==> src/rtl/pattern_pkg.sv <==
// rtl/pattern_pkg.sv - shared state encoding and default word width for the pattern_101 path
package pattern_pkg;

  typedef enum logic {
    ST_IDLE  = 1'b0,
    ST_SHIFT = 1'b1
  } state_t;

  localparam int PAT_W = 32;

endpackage

==> src/rtl/pattern_serializer.sv <==
// rtl/pattern_serializer.sv - parallel-to-serial front end feeding the pattern_101 detector
module pattern_serializer
  import pattern_pkg::*;
#(
  parameter int W         = PAT_W,
  parameter bit LSB_FIRST = 1'b0
) (
  input  logic                 in_clk,
  input  logic                 in_rst_n,
  input  logic [W-1:0]         in_data,
  input  logic                 in_load,
  input  logic                 in_en,
  output logic                 o_ready,
  output logic                 o_p,
  output logic                 o_p_valid,
  output logic [$clog2(W)-1:0] o_idx,
  output logic                 o_last
);

  localparam int             CW        = $clog2(W);
  localparam logic [CW-1:0]  LAST_CNT  = CW'(W - 1);
  localparam logic [CW-1:0]  FIRST_IDX = LSB_FIRST ? '0 : CW'(W - 1);

  state_t          state;
  logic [W-1:0]    sr;
  logic [CW-1:0]   cnt;
  logic            accept;
  logic            load_bit;
  logic [W-1:0]    load_rest;
  logic            next_bit;
  logic [W-1:0]    sr_shifted;

  // A new word may enter while the final bit of the current one is being consumed.
  assign o_ready = (state == ST_IDLE) | ((state == ST_SHIFT) & o_last & in_en);
  assign accept  = in_load & o_ready;

  // The first bit goes straight to o_p, so the shift register only holds what remains.
  assign load_bit   = LSB_FIRST ? in_data[0] : in_data[W-1];
  assign load_rest  = LSB_FIRST ? (in_data >> 1) : (in_data << 1);
  assign next_bit   = LSB_FIRST ? sr[0] : sr[W-1];
  assign sr_shifted = LSB_FIRST ? (sr >> 1) : (sr << 1);

  always_ff @(posedge in_clk or negedge in_rst_n) begin
    if (!in_rst_n) begin
      state     <= ST_IDLE;
      sr        <= '0;
      cnt       <= '0;
      o_p       <= 1'b0;
      o_p_valid <= 1'b0;
      o_idx     <= '0;
      o_last    <= 1'b0;
    end else if (accept) begin
      state     <= ST_SHIFT;
      sr        <= load_rest;
      cnt       <= '0;
      o_p       <= load_bit;
      o_p_valid <= 1'b1;
      o_idx     <= FIRST_IDX;
      o_last    <= 1'b0;
    end else if (state == ST_SHIFT && in_en) begin
      if (o_last) begin
        state     <= ST_IDLE;
        o_p       <= 1'b0;
        o_p_valid <= 1'b0;
        o_last    <= 1'b0;
      end else begin
        sr     <= sr_shifted;
        cnt    <= cnt + CW'(1);
        o_p    <= next_bit;
        o_idx  <= LSB_FIRST ? (o_idx + CW'(1)) : (o_idx - CW'(1));
        o_last <= ((cnt + CW'(1)) == LAST_CNT);
      end
    end
  end

endmodule
==> config.mk <==
export PLATFORM = sky130hd
export DESIGN_NAME = pattern_serializer
export DESIGN_NICKNAME = d
export VERILOG_FILES = /design/src/rtl/pattern_pkg.sv /design/src/rtl/pattern_serializer.sv
export SDC_FILE = /design/constraint.sdc
export NUM_CORES = 1
export LEC_CHECK = 0
export BUFFER_PORTS_ARGS = -buffer_cell sky130_fd_sc_hd__buf_2
export CAP_MARGIN = 20
export CORE_MARGIN = 4
export CORE_UTILIZATION = 58
export CTS_CLUSTER_DIAMETER = 30
export DETAILED_ROUTE_END_ITERATION = 7
export PLACE_DENSITY = 0.91
export SYNTH_ARGS = -nofsm -noshare
export SYNTH_HDL_FRONTEND = slang
export SYNTH_SLANG_ARGS = --single-unit
==> constraint.sdc <==
create_clock -name in_clk -period 3.15 [get_ports in_clk]
set_input_delay 0.315 -clock in_clk [delete_from_list [all_inputs] [get_ports in_clk]]
set_output_delay 0.315 -clock in_clk [all_outputs]
set_load 0.005 [all_outputs]
Word-level counts from Yosys, hierarchy flattened
Cells that the tools add are included.

Output and inout port bits: 9. Input port bits: 36. Word-level logic and storage cells: 38. Register bits after elaboration: 45.

Add/sub/neg operators: 2. Reductions and logical operators: 5. Bitwise gates (word level): 5. Equal/unequal tests: 2. Multiplexer cells: 18.

Operator list (number): $mux 32 (3); $mux 5 (6); $mux 1 (9); $add 5x1->5 const B (1); $eq 5x5->1 const B (1); $sub 5x1->5 const B (1); $reduce_and 2->1 (2); $reduce_bool 2->1 (2); $and 1x1->1 (3); $ne 2x1->1 const B (1); $logic_and 1x1->1 (1); $not 1->1 (1); $or 1x1->1 (1).

Logic depth before layout (Yosys ltp)
Depth after elaboration: 6. Depth in mapped cells: 6. Gate-level depth less buffers: 5.

Least setup slack after synthesis
No wires, ideal clock.

Kind: register to register. Start point: reg state. End point: reg sr[1]. Arrival: 1.312 ns. Slack: 1.717 ns. Required time: 3.029 ns. Cell stages (with the launch flop): 6. Setup time: 0.121 ns. Clock period less this slack: 1.433 ns. Buffers on the path: 2. Cells stage by stage: dfrtp_1 a21bo_2 and2_1 buf_6 buf_6 a22o_1.

Cells in the longest elaborated chain, start to end: 6. Elaborated cells on any way between the ends: 10. Classes of those cells: eq/ne: 1; mux: 1; bitwise: 5; reduce/logical: 3.

RTL lines: from (decl) (line pattern_serializer.sv:24) `state_t state;`; from (signal assigned) (line pattern_serializer.sv:45) `state <= ST_IDLE;`; from (signal assigned) (line pattern_serializer.sv:53) `state <= ST_SHIFT;`; from (signal assigned) (line pattern_serializer.sv:62) `state <= ST_IDLE;`; $and 1x1->1 (2 in a row) (line pattern_serializer.sv:34) `assign o_ready = (state == ST_IDLE) | ((state == ST_SHIFT) & o_last & in_en);`; $or 1x1->1 * (line pattern_serializer.sv:34); via o_ready (line pattern_serializer.sv:13) `output logic o_ready,`; $and 1x1->1 * (line pattern_serializer.sv:35) `assign accept = in_load & o_ready;`; $ne 2x1->1 (no line) or $reduce_bool 2->1 (tied branches); $reduce_and 2->1 (no line); to (signal assigned) (line pattern_serializer.sv:54) `sr <= load_rest;`; to (signal assigned) (line pattern_serializer.sv:67) `sr <= sr_shifted;`; to (decl) (line pattern_serializer.sv:25) `logic [W-1:0] sr;`.

The timed path passes the listed nets; every way through them passes the cells marked *. A chain may end at the register's enable or synchronous reset.

Worst setup path after layout
Start point: reg o_last. End point: reg sr[4].

Cells in the longest elaborated chain, start to end: 6. Elaborated cells on any way between the ends: 8. Classes of those cells: eq/ne: 1; mux: 1; bitwise: 4; reduce/logical: 2.

RTL lines: from (decl) (line pattern_serializer.sv:17) `output logic o_last`; from (signal assigned) (line pattern_serializer.sv:71) `o_last <= ((cnt + CW'(1)) == LAST_CNT);`; $and 1x1->1 (2 in a row) (line pattern_serializer.sv:34); $or 1x1->1 (line pattern_serializer.sv:34); $and 1x1->1 (line pattern_serializer.sv:35); $ne 2x1->1 (no line) or $reduce_bool 2->1 (tied branches); $reduce_and 2->1 (no line).

Several ways; a longest one is shown, not always the timed one.

==> flow_metrics.py <==
metrics = {
    "routing": {
        "drtAntennaViolNets": 0,
        "drcViolationCount": 0,
        "routed_wl_um": 4470,
        "vias": 1788,
        "drt-wirelength-per-cell_um": 13.8,
        "drt_iter0_drc": 132,
        "routed_via_density": 5.54,
        "dr.pass1.iters": 4,
    },
    "cts": {
        "cts_buffer_depth": 2,
        "post_cts_buffers": 0,
        "cts_hold_buf": 0,
        "worstSkewPairLatency_ns": 0.35,
        "htree_levels": 2,
        "cts_made_buffers": 5,
        "tritoncts": "done",
        "cts_root_buf": "clkbuf_4",
        "postCtsResizedCells": 0,
        "cts.clk_slew.worst_paths_ns": 0.12,
        "clock_sinks": 44,
    },
    "place": {
        "place_ws_ns": 1.35,
        "dp_hpwl_um": 3150,
        "portBuffers": 44,
        "gp_congestion": 0.828,
    },
    "layout": {
        "area_delta_synth_final_pct": 12.0,
        "diodes": 0,
        "drive_gt1_frac": 0.206,
        "final_nets": 315,
    },
    "global_routing": {
        "gr-total-overflow": 0,
        "track_usage": 0.218,
        "antenna_found_initial": 0,
        "grt_pass1_wl_um": 7520,
        "grt_max_degree": 45,
        "grt_pass1_vias": 1703,
    },
    "yosys": {
        "ys.flop_type": "dfrtp_1",
        "synth_nets": 275,
        "syn_area_per_cell_um2": 8.95,
        "synth_async_sr_flop_share": 1.00,
        "synth_edf_count": 0,
        "yosysSeqAreaShare": 0.521,
        "synth_warnings": 0,
        "yosysUniqueCellTypes": 34,
        "ys_ff_latch": 44,
        "syn_area_um2": 2110,
        "netlist_instances": 236,
    },
    "worst_setup_path": {
        "startpoint": "o_last$_DFFE_PN0P_",
        "r2r_cells": 5,
        "arrival_ns": 2.12,
        "crit_fanout": 17,
        "cp.required_ns": 3.43,
        "cp-end-kind": "flip-flop",
        "r2r-start": "o_last$_DFFE_PN0P_",
        "critPathKind": "reg -> reg",
        "worstSetupStartpointType": "flip-flop",
    },
    "timing": {
        "setup_ws_ns": 1.31,
        "worstMarginPinSlew_ns": 0.933,
        "hold_viol": 0,
        "setup_violations": 0,
        "fin_setup_tns_ns": 0,
        "max_freq_mhz": 543,
        "fin_crit_sh": 0.584,
        "finalClockSkew_ns": 0.00373,
        "finalCriticalPeriod_ns": 1.84,
        "slew_headroom": 0.378,
        "rsz0062_at_grt": "no",
        "drv_slew": 0,
    },
    "power_and_ir_drop": {
        "ir_drop_mv": 0.342,
        "p_leak_nw": 1.16,
        "p_per_area_nw_per_um2": 597,
    },
    "worst_hold_path": {
        "hp-class": "in -> async",
    },
    "floorplan": {
        "io_pins": 45,
        "core_area_um2": 3420,
        "fp.dieH_um": 68.4,
        "start_util": 0.619,
        "dieArea_um2": 4670,
        "die_w_um": 68.4,
        "core.rowCount": 21,
    },
    "status": {
        "status": "finished, final reports clean",
    },
    "job": {
        "cap_violations": 0,
    },
}
-- where the power goes --
part	switching (mW)	internal [mW]	total, mW
logic	0.174	0.158	0.333
clock network	0.169	0.110	0.279
registers	0.103	0.699	0.801
total	0.446	0.967	1.41
-- flip-flops by register name, summed over array words and instances, names as in the netlist --
| name | flops |
|---|---|
| sr | 31 |
| cnt | 5 |
| o_idx | 5 |
| o_last | 1 |
| o_p | 1 |
| state | 1 |
-- routing by layer --
layer / wire length (um) / global-route usage / share of wire / vias to the layer above
met1: 1850 / 0.274 / 0.41 / 853
met2: 2260 / 0.359 / 0.51 / 48
met5: 0 / 0 / 0 / -
li1: - / - / - / 878
met4: 91 / 0.102 / 0.020 / 0
met3: 267 / 0.0460 / 0.060 / 9
-- kinds of logic after synthesis --
logic type               count (synthesis)  share of synthesized area
AO/OA/AOI/OAI                           79                      0.203
multiplexers                             2                     0.0101
AND/OR/NAND/NOR                         86                      0.172
XOR/XNOR                                 4                     0.0166
buffers and inverters                   18                     0.0592
adder cells (fa/ha/maj)                  3                     0.0178
flip-flops                              44                      0.521
-- layout by cell type (no fill, tap or decap), types with 3 or more instances in the layout --
cell       n
a21oi_1   62
dfrtp_1   44
buf_2     44
nand2_1   36
nor2_1    33
o21ai_0    8
nand3_1    5
clkbuf_4   5
buf_4      4
inv_1      3
nand2b_1   3
ha_1       3
-- through the flow --
| step | instance area (um2) | total power [mW] | util | hold WS, ns | std cells |
|---|---|---|---|---|---|
| global route | 2370 | 1.51 | 0.693 | 0.175 | 323 |
| detailed placement | 2310 | 1.15 | 0.675 | 0.492 | 315 |
| finish | 2370 | 1.41 | 0.693 | 0.0914 | 323 |
| global placement | 2310 | 1.12 | 0.675 | 0.487 | 315 |
| floorplan | 2110 | 1.01 | - | 0.0194 | 236 |
| CTS | 2370 | 1.42 | 0.693 | 0.121 | 323 |
-- cells in the mapped netlist (all sizes together), types with 2 or more instances --
master | n | share of area
buf | 14 | 0.052
ha | 3 | 0.018
nand2 | 36 | 0.064
a21oi | 62 | 0.15
nand3 | 5 | 0.012
o21ai | 9 | 0.023
inv | 3 | 0.0053
xnor2 | 2 | 0.0083
nand2b | 3 | 0.0089
xor2 | 2 | 0.0083
a32o | 2 | 0.0095
nor2 | 33 | 0.059
dfrtp | 44 | 0.52
-- worst max-delay path, cell delays in order (launching register included) --
cell and delay, ns:
dfrtp_1 0.47, and2b_1 0.32, o21a_1 0.47, buf_4 0.32
nor2_1 0.06, a21oi_1 0.13
-- path summary, 6_finish.rpt --
check	endpoint	slack (ns)
worst max-delay path	sr[4]$_DFFE_PN0P_	1.31
worst min-delay path	cnt[2]$_DFFE_PN0P_	0.09
worst max register to register	sr[4]$_DFFE_PN0P_	1.31
worst min register to register	sr[1]$_DFFE_PN0P_	0.52
max in group asynchronous	sr[12]$_DFFE_PN0P_	2.48
min in group in_clk	sr[1]$_DFFE_PN0P_	0.20
-- cell type report --
cell class,instances,area (um2)
clock buffer,8,58.8
fill,288,1050
inverter,3,11.3
multi-input combinational,174,887
sequential,44,1100
tap,46,57.6
timing repair buffer,48,250
Note: power is estimated with default switching activity, not from simulation.
